--- config.mk ---
export PLATFORM = sky130hd
export DESIGN_NAME = count_seq_ctrl_flat
export DESIGN_NICKNAME = d
export VERILOG_FILES = /design/src/rtl/count_seq_ctrl_pkg.sv /design/src/rtl/count_seq_ctrl_if.sv /design/src/rtl/count_seq_ctrl_tick_gen.sv /design/src/rtl/count_seq_ctrl.sv /design/src/flat_wrapper.sv
export SDC_FILE = /design/constraint.sdc
export NUM_CORES = 1
export LEC_CHECK = 0
export ABC_AREA = 1
export BUFFER_PORTS_ARGS = -buffer_cell sky130_fd_sc_hd__buf_2
export CAP_MARGIN = 15
export CORE_ASPECT_RATIO = 0.9
export CORE_UTILIZATION = 50
export DETAILED_ROUTE_END_ITERATION = 8
export MAX_ROUTING_LAYER = met4
export PLACE_DENSITY = 0.69
export SLEW_MARGIN = 20
export SYNTH_ARGS = -nofsm -noshare
export SYNTH_HDL_FRONTEND = slang
export SYNTH_SLANG_ARGS = --single-unit
--- constraint.sdc ---
create_clock -name clk -period 2.38 [get_ports clk]
set_input_delay 0.357 -clock clk [delete_from_list [all_inputs] [get_ports clk]]
set_output_delay 0.357 -clock clk [all_outputs]
set_load 0.02 [all_outputs]
--- src/rtl/count_seq_ctrl_pkg.sv ---
// Shared divider constants and FSM state encoding for the display counter sequencer.
package count_seq_ctrl_pkg;

    localparam int F_1HZ   = 50_000_000;
    localparam int F_10HZ  = 5_000_000;
    localparam int F_100HZ = 500_000;
    localparam int CNT_W   = 8;

    typedef enum logic [1:0] {
        ST_IDLE  = 2'd0,
        ST_RUN   = 2'd1,
        ST_PAUSE = 2'd2,
        ST_DONE  = 2'd3
    } state_e;

    // Divider register width; a 2-cycle divider still needs one bit.
    function automatic int div_width(input int m);
        return (m <= 2) ? 1 : $clog2(m);
    endfunction

endpackage

--- src/rtl/count_seq_ctrl_if.sv ---
// Front-panel controls in, display bus and status out.
interface count_seq_ctrl_if #(
    parameter int W = count_seq_ctrl_pkg::CNT_W
);
    logic         start;
    logic         stop;
    logic         clear;
    logic         load;
    logic [W-1:0] load_val;
    logic [W-1:0] limit;
    logic         up_dn;
    logic         oneshot;
    logic [W-1:0] data;
    logic         running;
    logic         done;
    logic         tick;

    modport master (
        output start, stop, clear, load, load_val, limit, up_dn, oneshot,
        input  data, running, done, tick
    );

    modport slave (
        input  start, stop, clear, load, load_val, limit, up_dn, oneshot,
        output data, running, done, tick
    );
endinterface

--- src/rtl/count_seq_ctrl_tick_gen.sv ---
// Enable-style divider: one-cycle tick every M enabled cycles, no derived clock.
module tick_gen
    import count_seq_ctrl_pkg::*;
#(
    parameter int M = 4
) (
    input  logic clk,
    input  logic rst_n,
    input  logic en,
    input  logic sync_clr,
    output logic tick
);
    localparam int            DW   = div_width(M);
    localparam logic [DW-1:0] LAST = DW'(M - 1);

    logic [DW-1:0] cnt;

    // Count freezes while disabled so a paused period resumes where it left off.
    always_ff @(posedge clk or negedge rst_n) begin
        if (!rst_n) begin
            cnt <= '0;
        end else if (sync_clr) begin
            cnt <= '0;
        end else if (en) begin
            cnt <= (cnt == LAST) ? '0 : cnt + 1'b1;
        end
    end

    assign tick = en && (cnt == LAST);

endmodule

--- src/rtl/count_seq_ctrl.sv ---
// Run/pause/clear sequencer for the display counter: FSM plus counter, single clock.
module count_seq_ctrl
    import count_seq_ctrl_pkg::*;
#(
    parameter int M = F_1HZ,
    parameter int W = CNT_W
) (
    input  logic            clk,
    input  logic            rst_n,
    count_seq_ctrl_if.slave bus
);
    state_e       state_q, state_d;
    logic [W-1:0] data_q, data_d;
    logic [W-1:0] step_val;
    logic         step_term;
    logic         tick;
    logic         div_clr;
    logic         in_run;
    logic         end_here;

    assign in_run = (state_q == ST_RUN);

    tick_gen #(.M(M)) u_tick_gen (
        .clk      (clk),
        .rst_n    (rst_n),
        .en       (in_run),
        .sync_clr (div_clr),
        .tick     (tick)
    );

    // Value the counter takes if a tick lands this cycle; step_term marks the terminal value.
    always_comb begin
        step_term = 1'b0;
        step_val  = data_q;
        if (bus.up_dn) begin
            step_term = (data_q == bus.limit);
            step_val  = step_term ? '0 : data_q + 1'b1;
        end else begin
            step_term = (data_q == '0);
            step_val  = step_term ? bus.limit : data_q - 1'b1;
        end
    end

    assign end_here = tick && step_term && bus.oneshot;

    always_comb begin
        state_d = state_q;
        data_d  = data_q;
        div_clr = 1'b0;
        if (bus.clear) begin
            state_d = ST_IDLE;
            data_d  = '0;
            div_clr = 1'b1;
        end else begin
            unique case (state_q)
                // load is not a command in RUN, so stop still applies alongside it.
                ST_RUN: begin
                    if (end_here) begin
                        state_d = ST_DONE;
                    end else begin
                        if (tick) data_d = step_val;
                        if (bus.stop) state_d = ST_PAUSE;
                    end
                end
                ST_PAUSE: begin
                    if (bus.load) begin
                        data_d = bus.load_val;
                    end else if (bus.start) begin
                        state_d = ST_RUN;
                    end
                end
                ST_IDLE, ST_DONE: begin
                    if (bus.load) begin
                        data_d  = bus.load_val;
                        state_d = ST_IDLE;
                    end else if (bus.start) begin
                        state_d = ST_RUN;
                        div_clr = 1'b1;
                    end
                end
                default: begin
                    state_d = ST_IDLE;
                end
            endcase
        end
    end

    always_ff @(posedge clk or negedge rst_n) begin
        if (!rst_n) begin
            state_q <= ST_IDLE;
            data_q  <= '0;
        end else begin
            state_q <= state_d;
            data_q  <= data_d;
        end
    end

    assign bus.data    = data_q;
    assign bus.running = in_run;
    assign bus.done    = (state_q == ST_DONE);
    assign bus.tick    = tick;

endmodule

--- src/flat_wrapper.sv ---
// flat-port wrapper written by rule: the top's interface ports become plain ports
module count_seq_ctrl_flat import count_seq_ctrl_pkg::*;
#(
    parameter int M = F_1HZ,
    parameter int W = CNT_W
)
  (clk, rst_n, bus_start, bus_stop, bus_clear, bus_load, bus_load_val, bus_limit, bus_up_dn, bus_oneshot, bus_data, bus_running, bus_done, bus_tick);
  count_seq_ctrl_if #(.W(W)) bus_i ();
  input  logic clk;
  input  logic rst_n;
  input wire logic [$bits(bus_i.start)-1:0] bus_start;
  input wire logic [$bits(bus_i.stop)-1:0] bus_stop;
  input wire logic [$bits(bus_i.clear)-1:0] bus_clear;
  input wire logic [$bits(bus_i.load)-1:0] bus_load;
  input wire logic [$bits(bus_i.load_val)-1:0] bus_load_val;
  input wire logic [$bits(bus_i.limit)-1:0] bus_limit;
  input wire logic [$bits(bus_i.up_dn)-1:0] bus_up_dn;
  input wire logic [$bits(bus_i.oneshot)-1:0] bus_oneshot;
  output wire logic [$bits(bus_i.data)-1:0] bus_data;
  output wire logic [$bits(bus_i.running)-1:0] bus_running;
  output wire logic [$bits(bus_i.done)-1:0] bus_done;
  output wire logic [$bits(bus_i.tick)-1:0] bus_tick;
  assign bus_i.start = bus_start;
  assign bus_i.stop = bus_stop;
  assign bus_i.clear = bus_clear;
  assign bus_i.load = bus_load;
  assign bus_i.load_val = bus_load_val;
  assign bus_i.limit = bus_limit;
  assign bus_i.up_dn = bus_up_dn;
  assign bus_i.oneshot = bus_oneshot;
  assign bus_data = bus_i.data;
  assign bus_running = bus_i.running;
  assign bus_done = bus_i.done;
  assign bus_tick = bus_i.tick;
  count_seq_ctrl #(.M(M), .W(W)) u_core (.clk(clk), .rst_n(rst_n), .bus(bus_i));
endmodule
==> results of run 1 <==
## flip-flops by register name, indices dropped and copies added (netlist names)
name	cells
u_core.bus.data	8
u_core.state_q	2
u_core.u_tick_gen.cnt	26
## kinds of logic (layout without fill, tap and decap cells)
logic type,Yosys count,after routing,share of synthesized area
compound gates,65,65,0.128
xor+xnor,10,10,0.0305
fa+ha+maj,7,7,0.0305
buf+inv,72,109,0.111
flops,36,36,0.314
simple gates,245,245,0.386
## path summary, 6_finish.rpt
path	from	to	slack (ps)	cells past startpoint
min	rst_n	u_core.bus.data[2]	160	1
min reg2reg	u_core.u_tick_gen.cnt[13]	u_core.u_tick_gen.cnt[13]	510	2
min in group clk	bus_clear	u_core.bus.data[7]	420	4
max reg2reg	u_core.bus.data[0]	u_core.bus.data[1]	320	13
max	u_core.u_tick_gen.cnt[0]	bus_tick	170	8
max in group asynchronous	rst_n	u_core.u_tick_gen.cnt[8]	1700	1
## cell type report
| type | instances | area, µm² | share of cell area |
|---|---|---|---|
| clock buffer | 5 | 68.8 | 0.0215 |
| multi-input combinational | 327 | 1660 | 0.518 |
| timing repair buffer | 39 | 208 | 0.0650 |
| inverter | 62 | 238 | 0.0744 |
| clock inverter | 3 | 42.5 | 0.0133 |
| sequential | 36 | 901 | 0.282 |
| tap | 67 | 83.8 | 0.0262 |
## per-stage QoR
stage | utilization | instances | hold slack (ps) | instance area, µm² | total power [mW]
finish | 0.594 | 539 | 155 | 3200 | 2.56
global route | 0.594 | 539 | 225 | 3200 | 2.74
CTS | 0.593 | 539 | 189 | 3190 | 2.54
detailed placement | 0.572 | 531 | 488 | 3080 | 1.99
global placement | 0.572 | 531 | 491 | 3080 | 1.98
floorplan | - | 435 | 61.4 | 2870 | 1.71
## Yosys cell counts
cell       instances
buf_4              1
nand2_2            9
a32o_1             1
nor3b_1            2
dfrtp_1           36
xnor2_1            4
clkinv_4           1
nand2_4            2
ha_1               7
xor2_1             6
nand2_1          115
o31ai_1            1
o21bai_4           1
nand3_1           40
buf_6              5
nor2_4             3
o2111ai_1          1
nor2_1            42
inv_1             51
o22ai_1            2
nor3_1            13
o21ai_2            2
nor4_1             3
buf_2              2
clkbuf_1           2
clkinv_1           1
nand4_1            7
or2_2              1
o21ai_1            1
inv_2              9
a211oi_1           1
and3_1             1
nand3b_1           1
o21a_1             1
a21oi_1           29
nor2_2             5
a22oi_1            1
nand3_2            1
o21ai_0           24
## worst max-delay path: cells and delay by family, from the launching register on
kind	cells	cell delay, ps
adders and majority gates	1	200
buffers and inverters	3	410
DFF	1	430
and+or+nand+nor	4	510
## per-layer routing
layer / GRT usage / up-vias / wire, µm
met5: - / - / 0
met4: 0.0643 / 0 / 53
met3: 0.0584 / 10 / 744
met2: 0.345 / 140 / 2910
met1: 0.443 / 1334 / 3780
li1: - / 1479 / -
## repair_timing
item	in CTS	in global routing
setup endpoints to repair	0	1
buffers inserted	0	0
gates resized for setup	0	1
## power by group
part	total, mW	internal (mW)	leakage, nW	switching, mW
logic	1.20	0.411	1.07	0.793
clock network	0.552	0.310	0.0541	0.242
registers	0.799	0.675	0.493	0.125
==> summary.txt, run 1 <==
Logic synthesis
  – Seq/Total Area, Yosys: 0.314
  – Syn nets: ~470
  – FF+latch count, synth: 36
  – Top cells by area, synth: dfrtp_1 31%, nand2_1 15%, nand3_1 7.0%
  – Cells after Synth: 435
  – YS warnings: 0
  – Synthesized cell area: 2870 µm²
  – Synth unique cells: 39
  – Top-area cell type share of the netlist area: 0.314
  – Mean area per synthesized cell: around 6.6 µm²
  – Post-synth top area cell: dfrtp_1

Clocking
  – CTS tree: built
  – CTS root buf: clkbuf_8
  – H-tree levels: 2
  – Clk buf depth: 2
  – Total CTS buffers: 5
  – CTS Sinks: 36
  – Post-CTS Hold Fix Bufs: 0
  – Reg clk slew, reported paths: about 80 ps
  – Clk_lat worst skew: between 200 and 300 ps

Cells and area
  – Most frequent cells in the layout: 115 x nand2_1, 51 x inv_1, 42 x nor2_1, 40 x nand3_1, 36 x dfrtp_1
  – FILL cells: between 500 and 600
  – Layout cells sized above 1: 0.174
  – Syn-to-layout area delta: 11.4%
  – ANT cells: 0
  – Leading cell type in the layout, fill and taps excluded: nand2_1
  – Final nets: between 500 and 600

Timing
  – Slew headroom: 0.448
  – RSZ-0062 raised after global routing: no
  – Final Hold Fails: 0
  – Final Max Slew Viols: 0
  – Sum Neg Setup Slack: 0 ps
  – Tmin final: ~2200 ps
  – Worst slew pin tran: between 800 and 900 ps
  – Crit share post-route: 0.929
  – Final setup margin: around 170 ps
  – Setup Viol. Count Final: 0
  – Fmax: 0.452 GHz
  – Worst Skew: ~3.7 ps

Worst setup path
  – Crit end category: primary output
  – Worst EP arrival: 1850 ps
  – CP required: ~2000 ps
  – Startpoint class of the critical path: register
  – Crit-path slowest cell: dfrtp_1
  – Crit Path Class: reg -> out
  – Slowest stage delay, CP: 430 ps
  – Crit-path max FO: 5
  – Worst path cell trace: ha_1, nand3_1, inv_1, nand2_1, inv_1, nand3_1, nor4_2, buf_2

Outcome
  – Status: finished clean

Routing
  – 1st-iter DRT viols: ~310
  – Via count: 2963
  – Post-DR wirelength/cell: approximately 14 µm
  – Post-DRT Antenna Nets: 0
  – Routed Wire Length: between 7000 and 8000 µm
  – Detailed-router iteration count before antenna repair: 5
  – Via-to-Cell Ratio: roughly 5.5
  – DRC viols: 0

GRT
  – Total gr overflow: 0
  – Number of global-route vias before repair: 2535
  – GR Util All Layers: 0.278
  – Largest net degree at the start of global routing: 37
  – Global-route wire length before repair: around 12000 µm
  – Initial antenna violation count: 0

Floorplanning
  – Die area: 6050 µm²
  – Initial Util: 0.533
  – Core Box Area: 5380 µm²
  – Num rows: 25
  – Die Ht: approximately 74 µm
  – DIE WIDTH: about 82 µm
  – IO Pins: 35

Placed design
  – PortBufs: 34
  – Final HPWL DP: between 5000 and 6000 µm
  – Dpl ws: between 300 and 400 ps
  – Gpl congestion: 0.959

Power
  – Max VDD drop: about 0.42 mV
  – Leakage power: about 1.6 nW
  – Power Density: roughly 800 nW/µm²

Run
  – Max_cap viols: 0

Hold path
  – Hold Path Class: in -> async
Note: power is estimated with default switching activity, not from simulation.
==> run 2: changes to the inputs <==
Settings changed: CORE_ASPECT_RATIO 0.9 to 1.4, CORE_MARGIN set to 8.
==> summary.txt, run 2 (synthesis gave the netlist of run 1 again) <==
Routing
  – Post-DR wirelength/cell: 13.6 µm
  – Routed Wire Length: ~7300 µm
  – DRC viols: 0
  – Post-DRT Antenna Nets: 0
  – Via-to-Cell Ratio: about 5.3
  – Detailed-router iteration count before antenna repair: 4
  – 1st-iter DRT viols: 128
  – Via count: around 2900

Worst setup path
  – FF-to-FF setup slack: around 200 ps
  – R2R Path Start: u_core.bus.data[0]
  – Critical path's top delay family: simple AND/OR/NAND/NOR gates
  – Worst EP arrival: roughly 1800 ps
  – Crit-path slowest cell: dfrtp_1
  – Reg2reg end: u_core.bus.data[3]
  – Worst path cell trace: ha_1, nand3_1, inv_1, nand2_1, inv_1, nand3_1, nor4_2, buf_4
  – Startpoint class of the critical path: register
  – Worst path bufs/invs: 3
  – R2r worst-path depth: 13
  – CP required: 2020 ps
  – Slowest stage delay, CP: ~420 ps
  – Crit Path Class: reg -> out
  – Crit end category: primary output
  – Crit-path max FO: 5

Power
  – Max VDD drop: about 0.36 mV
  – Flop pwr share: 0.323
  – Comb pwr share: 0.459
  – Clk pwr share: 0.218
  – Psw: between 1 and 1.5 mW
  – Total power: roughly 2.5 mW
  – Power Density: a little under 800 nW/µm²
  – Sw Ratio: 0.447
  – Int Power: ~1.4 mW
  – Leakage power: about 1.6 nW

Cells and area
  – Reg area: 901 µm²
  – Largest register FFs: 26
  – Most frequent cells in the layout: 115 x nand2_1, 51 x inv_1, 42 x nor2_1, 40 x nand3_1, 36 x dfrtp_1
  – Top reg by flops: u_core.u_tick_gen.cnt
  – Syn-to-layout area delta: 10.9%
  – Layout cells sized above 1: 0.171
  – Multi-input gate area: between 1500 and 2000 µm²
  – Post-route cell area: 3180 µm²
  – FILL cells: around 560
  – Leading cell type in the layout, fill and taps excluded: nand2_1
  – ANT cells: 0
  – Final nets: between 400 and 500

Clocking
  – Total CTS buffers: 5
  – CTS Sinks: 36
  – Resize count post-CTS: 0
  – Clk buf depth: 2
  – Post-CTS Hold Fix Bufs: 0
  – CTS tree: built
  – CTS root buf: clkbuf_8
  – Clk_lat worst skew: ~290 ps
  – Post CTS Setup Buffer Count: 0
  – H-tree levels: 2
  – Reg clk slew, reported paths: about 80 ps

Floorplanning
  – DIE WIDTH: between 80 and 90 µm
  – Initial Util: 0.519
  – Num rows: 32
  – Core Box Area: roughly 5500 µm²
  – IO Pins: 35
  – Die area: about 8500 µm²
  – Die Ht: between 100 and 150 µm

Hold path
  – Hold Path Class: in -> async

Timing
  – RSZ-0062 raised after global routing: yes
  – Sum Neg Setup Slack: 0 ps
  – Crit share post-route: 0.919
  – Final Max Slew Viols: 0
  – Worst Skew: 4.04 ps
  – Worst slew pin tran: around 810 ps
  – Setup Viol. Count Final: 0
  – Tmin final: between 2000 and 2500 ps
  – Fmax: about 0.46 GHz
  – Hold Worst Slack: 156 ps
  – Slew headroom: 0.462
  – Final setup margin: 192 ps
  – Final Hold Fails: 0

Placed design
  – Gpl congestion: 0.923
  – Placed inst area: between 3000 and 4000 µm²
  – Final HPWL DP: ~6000 µm
  – PortBufs: 34
  – Dpl ws: around 160 ps

GRT
  – Number of global-route vias before repair: 2954
  – GR Util All Layers: 0.189
  – Global-route wire length before repair: 12800 µm
  – Largest net degree at the start of global routing: 37
  – Total gr overflow: 0
  – Initial antenna violation count: 0

Outcome
  – Status: finished clean

Run
  – Max_cap viols: 0
[run 2: cell count changes in the layout (fill, tap and decap cells not counted)]
cell | previous run | this run
buf_4 | 5 | 3
clkinv_1 | 1 | 0
buf_2 | 34 | 33
clkinvlp_4 | 1 | 2
[run 2: power by group through the flow]
stage               sequential [mW]  combinational, mW  clock, mW
floorplan                     0.808              0.901          0
global placement              0.814               1.12          0
detailed placement            0.813               1.14          0
CTS                           0.801               1.14      0.550
global route                  0.819               1.30      0.574
finish                        0.802               1.14      0.541
[run 2: through the flow]
stage | std cells | util
detailed placement | 529 | 0.553
global placement | 529 | 0.553
finish | 537 | 0.576
floorplan | 435 | -
CTS | 537 | 0.574
global route | 537 | 0.576
[run 2: how the worst max path moves through the flow]
stage | slack [ps] | start | depth (start not counted) | endpoint
final | 190 | u_core.u_tick_gen.cnt[0] | 8 | bus_tick
after CTS | 130 | u_core.u_tick_gen.cnt[0] | 8 | bus_tick
after floorplan | 280 | u_core.state_q[1] | 5 | bus_tick
after global routing | -8 | u_core.u_tick_gen.cnt[0] | 8 | bus_tick
after global placement | 180 | u_core.bus.data[0] | 13 | u_core.bus.data[3]
after detailed placement | 160 | u_core.bus.data[0] | 13 | u_core.bus.data[3]
[run 2: cell type report]
class / instances / share of cell area
well taps: 68 / 0.0267
flip-flops and latches: 36 / 0.283
inverters: 62 / 0.0759
clock inverters: 3 / 0.0134
multi-input cells: 327 / 0.520
repair buffers: 36 / 0.0590
clock buffers: 5 / 0.0216
[run 2: layer usage]
metal,wire (µm),up-vias,GRT usage
li1,-,1473,-
met1,2820,1303,0.184
met2,3980,64,0.347
met3,287,21,0.0298
met4,229,0,0.0875
met5,0,-,-
